==> src/rtl/counter_seven_seg_driver_pkg.sv <==
// Shared constants for the counter seven-segment display stage:
// segment patterns, digit-select codes and the default scan rate.
package counter_seven_seg_driver_pkg;

    localparam int REFRESH_CYCLES_DEFAULT = 50000;

    // Segment patterns, bit order {g,f,e,d,c,b,a}, active-high
    localparam logic [6:0] SEG_0     = 7'h3F;
    localparam logic [6:0] SEG_1     = 7'h06;
    localparam logic [6:0] SEG_2     = 7'h5B;
    localparam logic [6:0] SEG_3     = 7'h4F;
    localparam logic [6:0] SEG_4     = 7'h66;
    localparam logic [6:0] SEG_5     = 7'h6D;
    localparam logic [6:0] SEG_6     = 7'h7D;
    localparam logic [6:0] SEG_7     = 7'h07;
    localparam logic [6:0] SEG_8     = 7'h7F;
    localparam logic [6:0] SEG_9     = 7'h6F;
    localparam logic [6:0] SEG_BLANK = 7'h00;

    localparam logic [1:0] AN_OFF  = 2'b00;
    localparam logic [1:0] AN_ONES = 2'b01;
    localparam logic [1:0] AN_TENS = 2'b10;

endpackage

==> src/rtl/counter_seven_seg_driver_seg7_decoder.sv <==
// Combinational decimal digit to seven-segment pattern decoder.
// Codes above 9 are unreachable upstream and decode to blank.
module seg7_decoder
    import counter_seven_seg_driver_pkg::*;
(
    input  logic [3:0] digit,
    output logic [6:0] seg
);

    // Digit lookup
    always_comb begin
        seg = SEG_BLANK;
        case (digit)
            4'd0:    seg = SEG_0;
            4'd1:    seg = SEG_1;
            4'd2:    seg = SEG_2;
            4'd3:    seg = SEG_3;
            4'd4:    seg = SEG_4;
            4'd5:    seg = SEG_5;
            4'd6:    seg = SEG_6;
            4'd7:    seg = SEG_7;
            4'd8:    seg = SEG_8;
            4'd9:    seg = SEG_9;
            default: seg = SEG_BLANK;
        endcase
    end

endmodule

==> src/rtl/counter_seven_seg_driver.sv <==
// Two-digit multiplexed seven-segment driver for a 4-bit counter value,
// latched once per scan frame, plus a one-cycle value-change pulse.
module counter_seven_seg_driver
    import counter_seven_seg_driver_pkg::*;
#(
    parameter int REFRESH_CYCLES = REFRESH_CYCLES_DEFAULT
) (
    input  logic       clk,
    input  logic       reset,
    input  logic [3:0] counter,
    input  logic       enable,
    output logic [6:0] seg,
    output logic [1:0] an,
    output logic       changed
);

    localparam int TW = (REFRESH_CYCLES > 2) ? $clog2(REFRESH_CYCLES) : 1;
    localparam logic [TW-1:0] TIMER_LAST = TW'(REFRESH_CYCLES - 1);

    logic [3:0]    cnt_q_r;
    logic [3:0]    disp_val_r;
    logic [TW-1:0] timer_r;
    logic          digit_sel_r;

    logic          tens_s;
    logic [3:0]    ones_s;
    logic [3:0]    digit_s;
    logic [6:0]    dec_seg_s;
    logic [6:0]    seg_next_s;
    logic [1:0]    an_next_s;

    // Binary to BCD split and digit mux feeding the single decoder
    always_comb begin
        tens_s = (disp_val_r >= 4'd10);
        if (tens_s) begin
            ones_s = disp_val_r - 4'd10;
        end else begin
            ones_s = disp_val_r;
        end
        if (digit_sel_r) begin
            digit_s = 4'd1;
        end else begin
            digit_s = ones_s;
        end
    end

    seg7_decoder u_dec (
        .digit (digit_s),
        .seg   (dec_seg_s)
    );

    // Next output values; a zero tens digit is blanked but its slot still scans
    always_comb begin
        an_next_s  = AN_OFF;
        seg_next_s = SEG_BLANK;
        if (!enable) begin
            an_next_s  = AN_OFF;
            seg_next_s = SEG_BLANK;
        end else if (!digit_sel_r) begin
            an_next_s  = AN_ONES;
            seg_next_s = dec_seg_s;
        end else begin
            an_next_s = AN_TENS;
            if (tens_s) begin
                seg_next_s = dec_seg_s;
            end else begin
                seg_next_s = SEG_BLANK;
            end
        end
    end

    // Input sampler and change detector
    always_ff @(posedge clk or negedge reset) begin
        if (!reset) begin
            cnt_q_r <= 4'd0;
            changed <= 1'b0;
        end else begin
            cnt_q_r <= counter;
            changed <= (counter != cnt_q_r);
        end
    end

    // Scan timer; the displayed value is only refreshed at frame end or while disabled
    always_ff @(posedge clk or negedge reset) begin
        if (!reset) begin
            timer_r     <= '0;
            digit_sel_r <= 1'b0;
            disp_val_r  <= 4'd0;
        end else if (!enable) begin
            timer_r     <= '0;
            digit_sel_r <= 1'b0;
            disp_val_r  <= cnt_q_r;
        end else if (timer_r == TIMER_LAST) begin
            timer_r     <= '0;
            digit_sel_r <= ~digit_sel_r;
            if (digit_sel_r) begin
                disp_val_r <= cnt_q_r;
            end else begin
                disp_val_r <= disp_val_r;
            end
        end else begin
            timer_r     <= timer_r + TW'(1);
            digit_sel_r <= digit_sel_r;
            disp_val_r  <= disp_val_r;
        end
    end

    // Registered display outputs
    always_ff @(posedge clk or negedge reset) begin
        if (!reset) begin
            seg <= SEG_BLANK;
            an  <= AN_OFF;
        end else begin
            seg <= seg_next_s;
            an  <= an_next_s;
        end
    end

endmodule

==> config.mk <==
export PLATFORM = sky130hd
export DESIGN_NAME = counter_seven_seg_driver
export DESIGN_NICKNAME = d
export VERILOG_FILES = /design/src/rtl/counter_seven_seg_driver_pkg.sv /design/src/rtl/counter_seven_seg_driver_seg7_decoder.sv /design/src/rtl/counter_seven_seg_driver.sv
export SDC_FILE = /design/constraint.sdc
export NUM_CORES = 1
export LEC_CHECK = 0
export ABC_AREA = 0
export BUFFER_PORTS_ARGS = -buffer_cell sky130_fd_sc_hd__clkbuf_2
export CAP_MARGIN = 20
export CELL_PAD_IN_SITES_DETAIL_PLACEMENT = 1
export CELL_PAD_IN_SITES_GLOBAL_PLACEMENT = 1
export CORE_ASPECT_RATIO = 1.75
export CORE_UTILIZATION = 45
export CTS_CLUSTER_SIZE = 12
export DETAILED_ROUTE_END_ITERATION = 6
export PLACE_DENSITY = 0.81
export SYNTH_ARGS = -nofsm -noshare
export SYNTH_HDL_FRONTEND = slang
export SYNTH_SLANG_ARGS = --single-unit
==> constraint.sdc <==
create_clock -name clk -period 2.3 [get_ports clk]
set_input_delay 0.115 -clock clk [delete_from_list [all_inputs] [get_ports clk]]
set_output_delay 0.115 -clock clk [all_outputs]
set_load 0.02 [all_outputs]
==> out/qor.csv, run 1 <==
stage;metric;value;unit
yosys;synth_top_area_share;50.9;%
yosys;yosys-top-cells-area;dfrtp_1, xnor2_1, ha_1;
worst_setup_path;setup.worst_path.end_class;register;
grt;overflow;0;
yosys;synth_edf_count;0;
sta;clock_skew;5.77;ps
yosys;ys_seq_elements;35;
sta;worst_slew_pin_slew;849;ps
clocking;cts_max_path_buffers;2;
yosys;synthCells;163;
grt;met3_usage;4.37;%
pwr;power_density;713;nW/um^2
clocking;insertion_delay;290;ps
place;place_congestion;0.875;
worst_setup_path;crit_chain;or4b_1 > o41ai_4 > o21ai_2 > mux2_4;
grt;top_usage_layer;met2;
routing;postRouteWirelength;3950;um
grt;grt_usage;22.8;%
floorplanning;die_y;83.8;um
pwr;p_int;986;uW
routing;vias;1330;
worst_hold_path;hp-start;enable;
floorplanning;start_util;47.4;%
worst_setup_path;reg2reg_to;disp_val_r[1]$_DFFE_PN0P_;
routing;wl_per_cell;16.9;um
yosys;synthMuxAreaShare;4.65;%
worst_setup_path;max_stage_delay;610;ps
yosys;ys_types;34;
grt;use_met2;43.3;%
grt;grt_pass1_vias;1470;
yosys;yosys.area_share.simple;18.3;%
sta;period_share;87.2;%
clocking;tritoncts;done;
sta;slew_violations;0;
sta;period_minus_slack;2010;ps
pwr;clkPwrFrac;29.3;%
worst_setup_path;rr_startpoint;timer_r[4]$_DFF_PN0_;
clocking;cts_resized;0;
sta;final.setup.tns;0;ps
yosys;yosysSeqAreaShare;50.9;%
place;port-buffer-count;16;
yosys;synth.most_common_cell;dfrtp_1;
sta;max_slew_margin;43.4;%
finish;areaGrowthSynthToFinish;15.3;%
yosys;syn-mean-instance-area;10.6;um^2
yosys;syn_nets;177;
sta;hold_slack;182;ps
sta;fmax;499;MHz
worst_setup_path;worstPathMaxFanout;5;
pwr;p_leak;0.000900;uW
routing;drc;0;
finish;fill_cells;435;
floorplanning;die-area;4090;um^2
yosys;synth_compound_area_share;10.4;%
finish;nets;203;
finish;diodes;0;
clocking;hold_buffers;5;
yosys;synth_top_family_by_area;simple AND/OR/NAND/NOR gates;
worst_setup_path;r2r_cells;4;
routing;vias_per_cell;5.68;
clocking;htreeDepth;2;
worst_hold_path;hold_path_end;seg[6]$_DFF_PN0_;
pwr;p_comb_share;21.5;%
yosys;ys.flop_type;dfrtp_1;
job;cap_viol_max_count;0;
floorplanning;rows;29;
sta;hold_viol;0;
pwr;power_switching;429;uW
grt;grt_max_degree;36;
finish;drive_gt1_share;16.5;%
grt;grt_pass1_wl;6930;um
clocking;clk_transition_reported_paths;70;ps
sta;setup_viol;0;
clocking;post_cts_buffers;0;
floorplanning;io_pins;17;
pwr;p_sw_share;30.3;%
yosys;syn_area;1720;um^2
grt;use_met1;22.0;%
floorplanning;dieWidth;48.8;um
worst_setup_path;start_kind;register;
pwr;seqPwrFrac;49.1;%
yosys;yosysWarnings;0;
outcome;status;finished clean;
worst_hold_path;hold_path.class;in -> reg;
clocking;cts_buffers;5;
yosys;synthTopCellsByCount;dfrtp_1, nor2_1, xnor2_1;
yosys;synth-adder-area-share;5.09;%
worst_setup_path;critical_path_required;2480;ps
clocking;cts_sinks;35;
clocking;clockRootBuffer;clkbuf_8;
grt;grt_antenna_before_repair;0;
routing;ant_nets;0;
floorplanning;coreArea;3630;um^2
worst_setup_path;crit_arrival;2180;ps
pwr;ir_drop;554;uV
routing;drt_iter0_markers;16;
routing;first_pass_iters;4;
yosys;async_reset_ff_share;100;%
place;hpwl;3000;um
sta;rsz0062_at_grt;false;
worst_setup_path;crit_type;reg -> reg;
worst_hold_path;min_path_cells;3;
worst_setup_path;critical_path.slowest_cell;or4b_1;
yosys;synth_top_cell_by_area;dfrtp_1;
yosys;synth_xor_area_share;7.63;%
worst_setup_path;ff2ff_setup_slack;290;ps
## critical path, delay by kind of cell, from the launching register on
family | cells | cell delay [ps]
AO/OA/AOI/OAI | 2 | 520
flip-flops | 1 | 430
multiplexers | 1 | 330
AND/OR/NAND/NOR | 1 | 610
## worst max path at each step
| stage | startpoint | to | slack (ps) | depth (start not counted) |
|---|---|---|---|---|
| 6_report | timer_r[4]$_DFF_PN0_ | disp_val_r[1]$_DFFE_PN0P_ | 290 | 4 |
| 5_1_grt | disp_val_r[1]$_DFFE_PN0P_ | seg[6]$_DFF_PN0_ | 200 | 6 |
| 4_1_cts | disp_val_r[1]$_DFFE_PN0P_ | seg[6]$_DFF_PN0_ | 280 | 6 |
| 3_5_place_dp | disp_val_r[1]$_DFFE_PN0P_ | seg[6]$_DFF_PN0_ | 300 | 6 |
| 3_3_place_gp | timer_r[7]$_DFF_PN0_ | disp_val_r[0]$_DFFE_PN0P_ | 360 | 4 |
| 2_1_floorplan | timer_r[4]$_DFF_PN0_ | disp_val_r[0]$_DFFE_PN0P_ | 260 | 4 |
## layer usage
metal / up-vias / part of all wire [%]
li1: 617 / -
met1: 682 / 34
met2: 22 / 60
met3: 9 / 2.4
met4: 0 / 2.8
met5: - / 0
## power groups by stage
stage          registers, uW  logic [uW]  clock network [uW]
4_1_cts                  695         310                 430
5_1_grt                  700         338                 449
6_report                 696         305                 415
2_1_floorplan            737         165                   0
3_3_place_gp             703         284                   0
3_5_place_dp             706         303                   0
## placed cells by master, fill, tap and decap left out, types with 2 or more instances in the layout
cell	netlist	routed
mux2_4	4	4
clkbuf_2	0	16
a21oi_1	10	10
or3_1	4	4
mux2i_1	2	2
and2_1	2	2
nand3_1	6	6
inv_1	10	10
o21ai_0	6	6
dfrtp_1	35	35
a31oi_1	3	3
a21o_1	2	2
xor2_1	2	2
nor3_1	4	4
dlygate4sd3_1	0	5
clkbuf_8	0	5
nand2_1	8	8
nor4_1	5	5
xnor2_1	13	13
ha_1	7	7
buf_4	0	2
nand2b_1	2	2
nor2_1	16	16
nand4_1	5	5
## state kept, by name (all words and copies together) (netlist names)
name / flops
digit_sel_r: 1
disp_val_r: 4
an: 2
cnt_q_r: 4
changed: 1
seg: 7
timer_r: 16
## cell type report
class	instances	area, um^2	area share [%]
well taps	46	57.6	2.90
inverters	10	37.5	1.89
flip-flops and latches	35	876	44.1
multi-input cells	114	793	39.9
repair buffers	23	145	7.31
clock inverters	1	7.51	0.378
clock buffers	5	68.8	3.47
## metrics by stage
step	cells	util, %	power, uW	cell area, um^2	setup WS (ps)
2_1_floorplan	163	-	902	1720	259
3_3_place_gp	223	51.2	988	1860	358
3_5_place_dp	223	51.2	1010	1860	300
4_1_cts	234	54.7	1440	1990	281
5_1_grt	234	54.7	1490	1990	197
6_report	234	54.7	1420	1990	295
## cells by family (layout without fill, tap and decap cells)
kind of cell | count (synthesis) | in the layout
AND/OR/NAND/NOR | 59 | 59
flip-flops | 35 | 35
AO/OA/AOI/OAI | 27 | 27
XOR/XNOR | 15 | 15
buffers and inverters | 14 | 39
adder cells (fa/ha/maj) | 7 | 7
multiplexers | 6 | 6
No activity file was read; power rests on OpenSTA's default activity.
==> run 2: changes to the inputs <==
CORE_UTILIZATION = 48   (was 45)
CTS_BUF_LIST = sky130_fd_sc_hd__clkbuf_8   (was not set)
PLACE_DENSITY = 0.85   (was 0.81)
==> out/qor.csv, run 2 (synthesis gave the netlist of run 1 again) <==
stage;metric;value;unit;change
worst_setup_path;worstPathMaxFanout;5;;unchanged
grt;overflow;0;;unchanged
floorplanning;start_util;50.7;%;+3.2 points
sta;rsz0062_at_grt;false;;
finish;top_register;timer_r;;
worst_setup_path;critical_path.slowest_cell;or4b_1;;
floorplanning;rows;28;;-3.4%
sta;setup_viol;0;;unchanged
clocking;clockRootBuffer;clkbuf_8;;
worst_setup_path;crit_type;reg -> reg;;
floorplanning;dieWidth;47.3;um;-3.0%
finish;fin_cells;235;;+0.43%
worst_setup_path;cp-startpoint;timer_r[4]$_DFF_PN0_;;
sta;slew_violations;0;;unchanged
place;dp.cells;222;;-0.45%
worst_setup_path;worstSetupEndpoint;disp_val_r[0]$_DFFE_PN0P_;;
clocking;tritoncts;done;;
grt;grt_antenna_before_repair;0;;unchanged
place;hpwl;3020;um;+0.58%
clocking;cts_buffers;5;;unchanged
routing;vias_per_cell;5.61;;-1.3%
clocking;cts_max_path_buffers;2;;unchanged
clocking;insertion_delay;290;ps;about the same
finish;diodes;0;;unchanged
worst_hold_path;hold_path.class;in -> reg;;
routing;drc;0;;unchanged
worst_setup_path;critPathBufInv;0;;unchanged
routing;ant_nets;0;;unchanged
sta;final.setup.tns;0;ps;unchanged
floorplanning;coreArea;3400;um^2;-6.3%
worst_setup_path;reg2reg_to;disp_val_r[0]$_DFFE_PN0P_;;
clocking;cts_sinks;35;;unchanged
sta;worst_slew_pin_slew;862;ps;+13.1 ps
pwr;ir_drop;523;uV;-5.5%
job;cap_viol_max_count;0;;unchanged
floorplanning;die-area;3840;um^2;-6.1%
finish;largest_reg_flops;16;;unchanged
worst_setup_path;max_stage_delay;660;ps;+50 ps
worst_setup_path;start_kind;register;;
floorplanning;io_pins;17;;unchanged
clocking;post_cts_buffers;0;;unchanged
routing;drt_iter0_markers;33;;+17
clocking;clk_transition_reported_paths;80;ps;about the same
routing;postRouteWirelength;4270;um;+8.1%
sta;period_share;93.0;%;+5.8 points
routing;vias;1318;;-0.90%
floorplanning;die_y;81.2;um;-3.1%
finish;areaGrowthSynthToFinish;18.7;%;
finish;drive_gt1_share;17.4;%;+0.88 points
worst_setup_path;crit_arrival;2320;ps;+140 ps
worst_setup_path;path_delay_family;simple AND/OR/NAND/NOR gates;;
place;place_congestion;0.883;;+0.89%
finish;most-common-layout-cells;dfrtp_1, nor2_1, clkbuf_2, xnor2_1;;
worst_setup_path;path_depth;4;;unchanged
clocking;htreeDepth;2;;unchanged
sta;hold_slack;218;ps;+35.6 ps
grt;grt_usage;26.8;%;+4.1 points
worst_setup_path;setup.worst_path.end_class;register;;
routing;first_pass_iters;4;;unchanged
worst_setup_path;rr_startpoint;timer_r[4]$_DFF_PN0_;;
finish;final_util;60.2;%;+5.4 points
sta;max_slew_margin;42.5;%;-0.87 points
grt;grt_pass1_vias;1488;;+1.2%
place;port-buffer-count;16;;unchanged
worst_setup_path;ff2ff_setup_slack;160;ps;-130 ps
pwr;power_density;818;nW/um^2;+15%
pwr;p_leak;0.000928;uW;+3.1%
outcome;status;finished clean;;
worst_setup_path;r2r_cells;4;;unchanged
sta;period_minus_slack;2140;ps;+133 ps
sta;fmax;468;MHz;-6.2%
worst_setup_path;crit_chain;or4b_1 > o41ai_4 > o21ai_2 > mux2_4;;
sta;clock_skew;10.1;ps;+4.33 ps
finish;largestRegisters;timer_r (16), seg (7);;
finish;fill_cells;389;;-11%
sta;hold_viol;0;;unchanged
worst_hold_path;min_path_cells;3;;unchanged
finish;final_common_cell;dfrtp_1;;
finish;nets;203;;unchanged
routing;wl_per_cell;18.1;um;+7.6%
clocking;hold_buffers;5;;unchanged
grt;grt_pass1_wl;7000;um;+1.0%
clocking;cts_resized;0;;unchanged
grt;grt_max_degree;36;;unchanged
worst_setup_path;critical_path_required;2480;ps;about the same
run 2: changes by cell type in the layout (fill, tap and decap cells not counted):
cell	previous run	this run
bufinv_16	0	2
run 2: worst reg2reg max path, cell delays in order, from the launching register on:
cell and delay, ps:
dfrtp_1 440, or4b_1 660, o41ai_4 400, o21ai_2 190, mux2_4 330
run 2: area by class of cell:
class / count / area (um^2) / area share (%)
Clock buffer: 5 / 68.8 / 3.37
Inverter: 10 / 37.5 / 1.84
Tap cell: 45 / 56.3 / 2.75
Multi-Input combinational cell: 114 / 793 / 38.8
Timing Repair Buffer: 23 / 145 / 7.10
Sequential cell: 35 / 876 / 42.8
Clock inverter: 3 / 67.6 / 3.30
run 2: through the flow:
step | cell area, um^2 | power [uW] | setup WS, ps
after floorplan | 1720 | 902 | 259
after global placement | 1860 | 984 | 359
after detailed placement | 1860 | 1010 | 277
after CTS | 2040 | 1680 | 170
after global routing | 2040 | 1740 | 115
final | 2040 | 1670 | 162
run 2: per-layer routing:
layer / wire [um] / share of wire, % / track usage (%)
met5: 0 / 0 / 0
met3: 95 / 2.2 / 5.11
met2: 2440 / 57 / 47.1
met1: 1530 / 36 / 26.9
met4: 201 / 4.7 / 16.9
run 2: power by group:
part	total, uW	internal (uW)	switching (uW)
combinational	314	123	191
sequential	695	663	32.5
clock	664	432	232
total	1670	1220	455
run 2: worst min-delay path by stage:
| stage | startpoint | end | slack (ps) |
|---|---|---|---|
| floorplan | reset | an[0]$_DFF_PN0_ | -180 |
| global placement | reset | timer_r[8]$_DFF_PN0_ | 230 |
| detailed placement | counter[2] | cnt_q_r[2]$_DFF_PN0_ | 250 |
| CTS | enable | seg[4]$_DFF_PN0_ | 210 |
| global route | enable | seg[4]$_DFF_PN0_ | 220 |
| finish | enable | seg[4]$_DFF_PN0_ | 220 |
==> run 3: changes to the inputs <==
ABC_AREA = 1   (was 0)
CORE_UTILIZATION = 46   (was 48)
PLACE_DENSITY = 0.86   (was 0.85)
==> out/qor.csv, run 3 <==
stage;metric;value;unit;change
yosys;ys_types;22;;-35%
grt;overflow;0;;unchanged
yosys;synth_edf_count;0;;unchanged
clocking;cts_buffers;5;;unchanged
worst_setup_path;worstPathMaxFanout;6;;+1
sta;max_slew_margin;42.2;%;-0.26 points
finish;most-common-layout-cells;nand2_1, nor2_1, dfrtp_1, inv_1, clkbuf_2;;
yosys;syn_area;1800;um^2;+4.6%
sta;slew_violations;0;;unchanged
grt;grt_pass1_vias;1620;;+8.9%
clocking;clk_transition_reported_paths;80;ps;about the same
worst_setup_path;setup.worst_path.end_class;register;;
worst_hold_path;hold_path.class;in -> reg;;
floorplanning;dieWidth;49.3;um;+4.3%
outcome;status;finished clean;;
place;port-buffer-count;16;;unchanged
yosys;synth_top_cell_by_area;dfrtp_1;;
routing;wl_per_cell;14.8;um;-19%
finish;largestRegisters;timer_r (16), seg (7);;
routing;postRouteWirelength;4290;um;+0.68%
floorplanning;io_pins;17;;unchanged
routing;drt_iter0_markers;18;;-45%
yosys;syn-mean-instance-area;8.30;um^2;-21%
finish;nets;258;;+27%
finish;final_common_cell;nand2_1;;
sta;final.setup.tns;0;ps;unchanged
pwr;power_density;795;nW/um^2;-2.8%
yosys;ys_seq_elements;35;;unchanged
finish;diodes;0;;unchanged
clocking;hold_buffers;5;;unchanged
worst_setup_path;critical_path_required;2470;ps;about the same
pwr;ir_drop;676;uV;+29%
pwr;p_leak;0.00102;uW;+9.4%
yosys;synthCells;217;;+33%
yosys;synthTopCellsByCount;nand2_1, nor2_1, dfrtp_1;;
finish;drive_gt1_share;16.3;%;-1.0 points
routing;first_pass_iters;4;;unchanged
floorplanning;die_y;84.8;um;+4.4%
clocking;post_cts_buffers;0;;unchanged
yosys;async_reset_ff_share;100;%;unchanged
grt;grt_pass1_wl;7440;um;+6.2%
place;hpwl;3070;um;+1.7%
floorplanning;start_util;49.1;%;-1.5 points
clocking;cts_max_path_buffers;2;;unchanged
clocking;insertion_delay;290;ps;about the same
finish;areaGrowthSynthToFinish;17.2;%;
yosys;yosys-top-cells-area;dfrtp_1, nand2_1, nor2_1;;
clocking;cts_resized;0;;unchanged
sta;fmax;557;MHz;+19%
sta;hold_viol;0;;unchanged
place;dp.cells;278;;+25%
yosys;yosysSeqAreaShare;48.6;%;-2.2 points
yosys;synth_top_area_share;48.6;%;-2.2 points
routing;ant_nets;0;;unchanged
sta;worst_slack;504;ps;+343 ps
clocking;cts_sinks;35;;unchanged
job;cap_viol_max_count;0;;unchanged
yosys;synth.most_common_cell;nand2_1;;
sta;period_minus_slack;1800;ps;-343 ps
yosys;ys.flop_type;dfrtp_1;;
sta;rsz0062_at_grt;false;;
grt;grt_antenna_before_repair;0;;unchanged
sta;setup_viol;0;;unchanged
worst_setup_path;start_kind;register;;
floorplanning;rows;29;;+3.6%
grt;grt_max_degree;36;;unchanged
yosys;syn_nets;231;;+31%
finish;fin_cells;291;;+24%
grt;grt_usage;24.4;%;-2.5 points
finish;top_register;timer_r;;
floorplanning;coreArea;3660;um^2;+7.8%
routing;vias_per_cell;5.11;;-8.9%
clocking;tritoncts;done;;
routing;drc;0;;unchanged
finish;fill_cells;449;;+15%
routing;vias;1487;;+13%
worst_setup_path;crit_type;reg -> reg;;
worst_setup_path;crit_arrival;1970;ps;-350 ps
yosys;yosysWarnings;0;;unchanged
finish;largest_reg_flops;16;;unchanged
sta;worst_slew_pin_slew;866;ps;+3.95 ps
place;place_ws;590;ps;+313 ps
finish;final_util;57.6;%;-2.6 points
sta;clock_skew;12.4;ps;+2.29 ps
clocking;clockRootBuffer;clkbuf_8;;
place;place_congestion;0.845;;-4.2%
pwr;p_total;1680;uW;+0.29%
floorplanning;die-area;4180;um^2;+8.8%
clocking;htreeDepth;2;;unchanged
sta;period_share;78.1;%;-15 points
==> run 3: cell count changes in the layout (fill, tap and decap cells not counted), moves of 5 or more <==
cell,before,now
nand2_1,8,46
nor2_1,16,44
inv_1,10,24
nand2_2,0,8
xnor2_1,13,5
nand3_1,6,12
nor4_1,5,0
==> run 3: worst max-delay path: stages (launching register included) <==
cell and delay, ps:
dfrtp_1 430, inv_1 120, nand2_2 120, nand2_1 90, nand2_1 90, nand2_2 100, ha_1 290, inv_1 80
nand3_1 80, a21oi_1 200, nor2_1 70
==> run 3: metrics by stage <==
step | cell area (um^2) | hold slack, ps
after floorplan | 1800 | -181
after global placement | 1920 | 250
after detailed placement | 1920 | 252
after CTS | 2110 | 76.4
after global routing | 2110 | 101
final | 2110 | 95.0
==> run 3: area by class of cell <==
type	instances	area (um^2)	share of cell area, %
Sequential cell	35	876	41.5
Multi-Input combinational cell	157	820	38.8
Timing Repair Buffer	21	130	6.17
Inverter	24	90.1	4.27
Clock buffer	5	68.8	3.26
Clock inverter	3	67.6	3.20
Tap cell	46	57.6	2.73
==> run 3: cells by family (layout without fill, tap and decap cells) <==
group,after synthesis,in the layout,synth area share [%]
simple gates,123,123,29.9
flops,35,35,48.6
buf+inv,25,53,5.84
compound gates,16,16,5.42
xor+xnor,11,11,5.35
fa+ha+maj,7,7,4.86
==> run 3: report_power, final <==
| group | switching [uW] | leakage [uW] | total [uW] | internal (uW) |
|---|---|---|---|---|
| logic | 210 | 0.000496 | 308 | 98.2 |
| clock network | 241 | 0.0000644 | 674 | 433 |
| registers | 33.1 | 0.000455 | 696 | 663 |
==> run 3: routing by layer <==
| metal | wire length, um | track usage (%) |
|---|---|---|
| met3 | 68 | 3.99 |
| met4 | 151 | 12.6 |
| met1 | 1430 | 22.0 |
| met2 | 2650 | 48.8 |
| met5 | 0 | 0 |
==> run 3: path summary, 6_finish.rpt <==
check | from | end | slack (ps) | cells past startpoint
max | disp_val_r[1]$_DFFE_PN0P_ | seg[3]$_DFF_PN0_ | 500 | 10
min | enable | an[1]$_DFF_PN0_ | 90 | 3
max reg2reg | disp_val_r[1]$_DFFE_PN0P_ | seg[3]$_DFF_PN0_ | 500 | 10
min reg2reg | timer_r[0]$_DFF_PN0_ | timer_r[0]$_DFF_PN0_ | 490 | 1
max in group asynchronous | reset | seg[5]$_DFF_PN0_ | 1280 | 2
min in group asynchronous | reset | an[0]$_DFF_PN0_ | 460 | 2
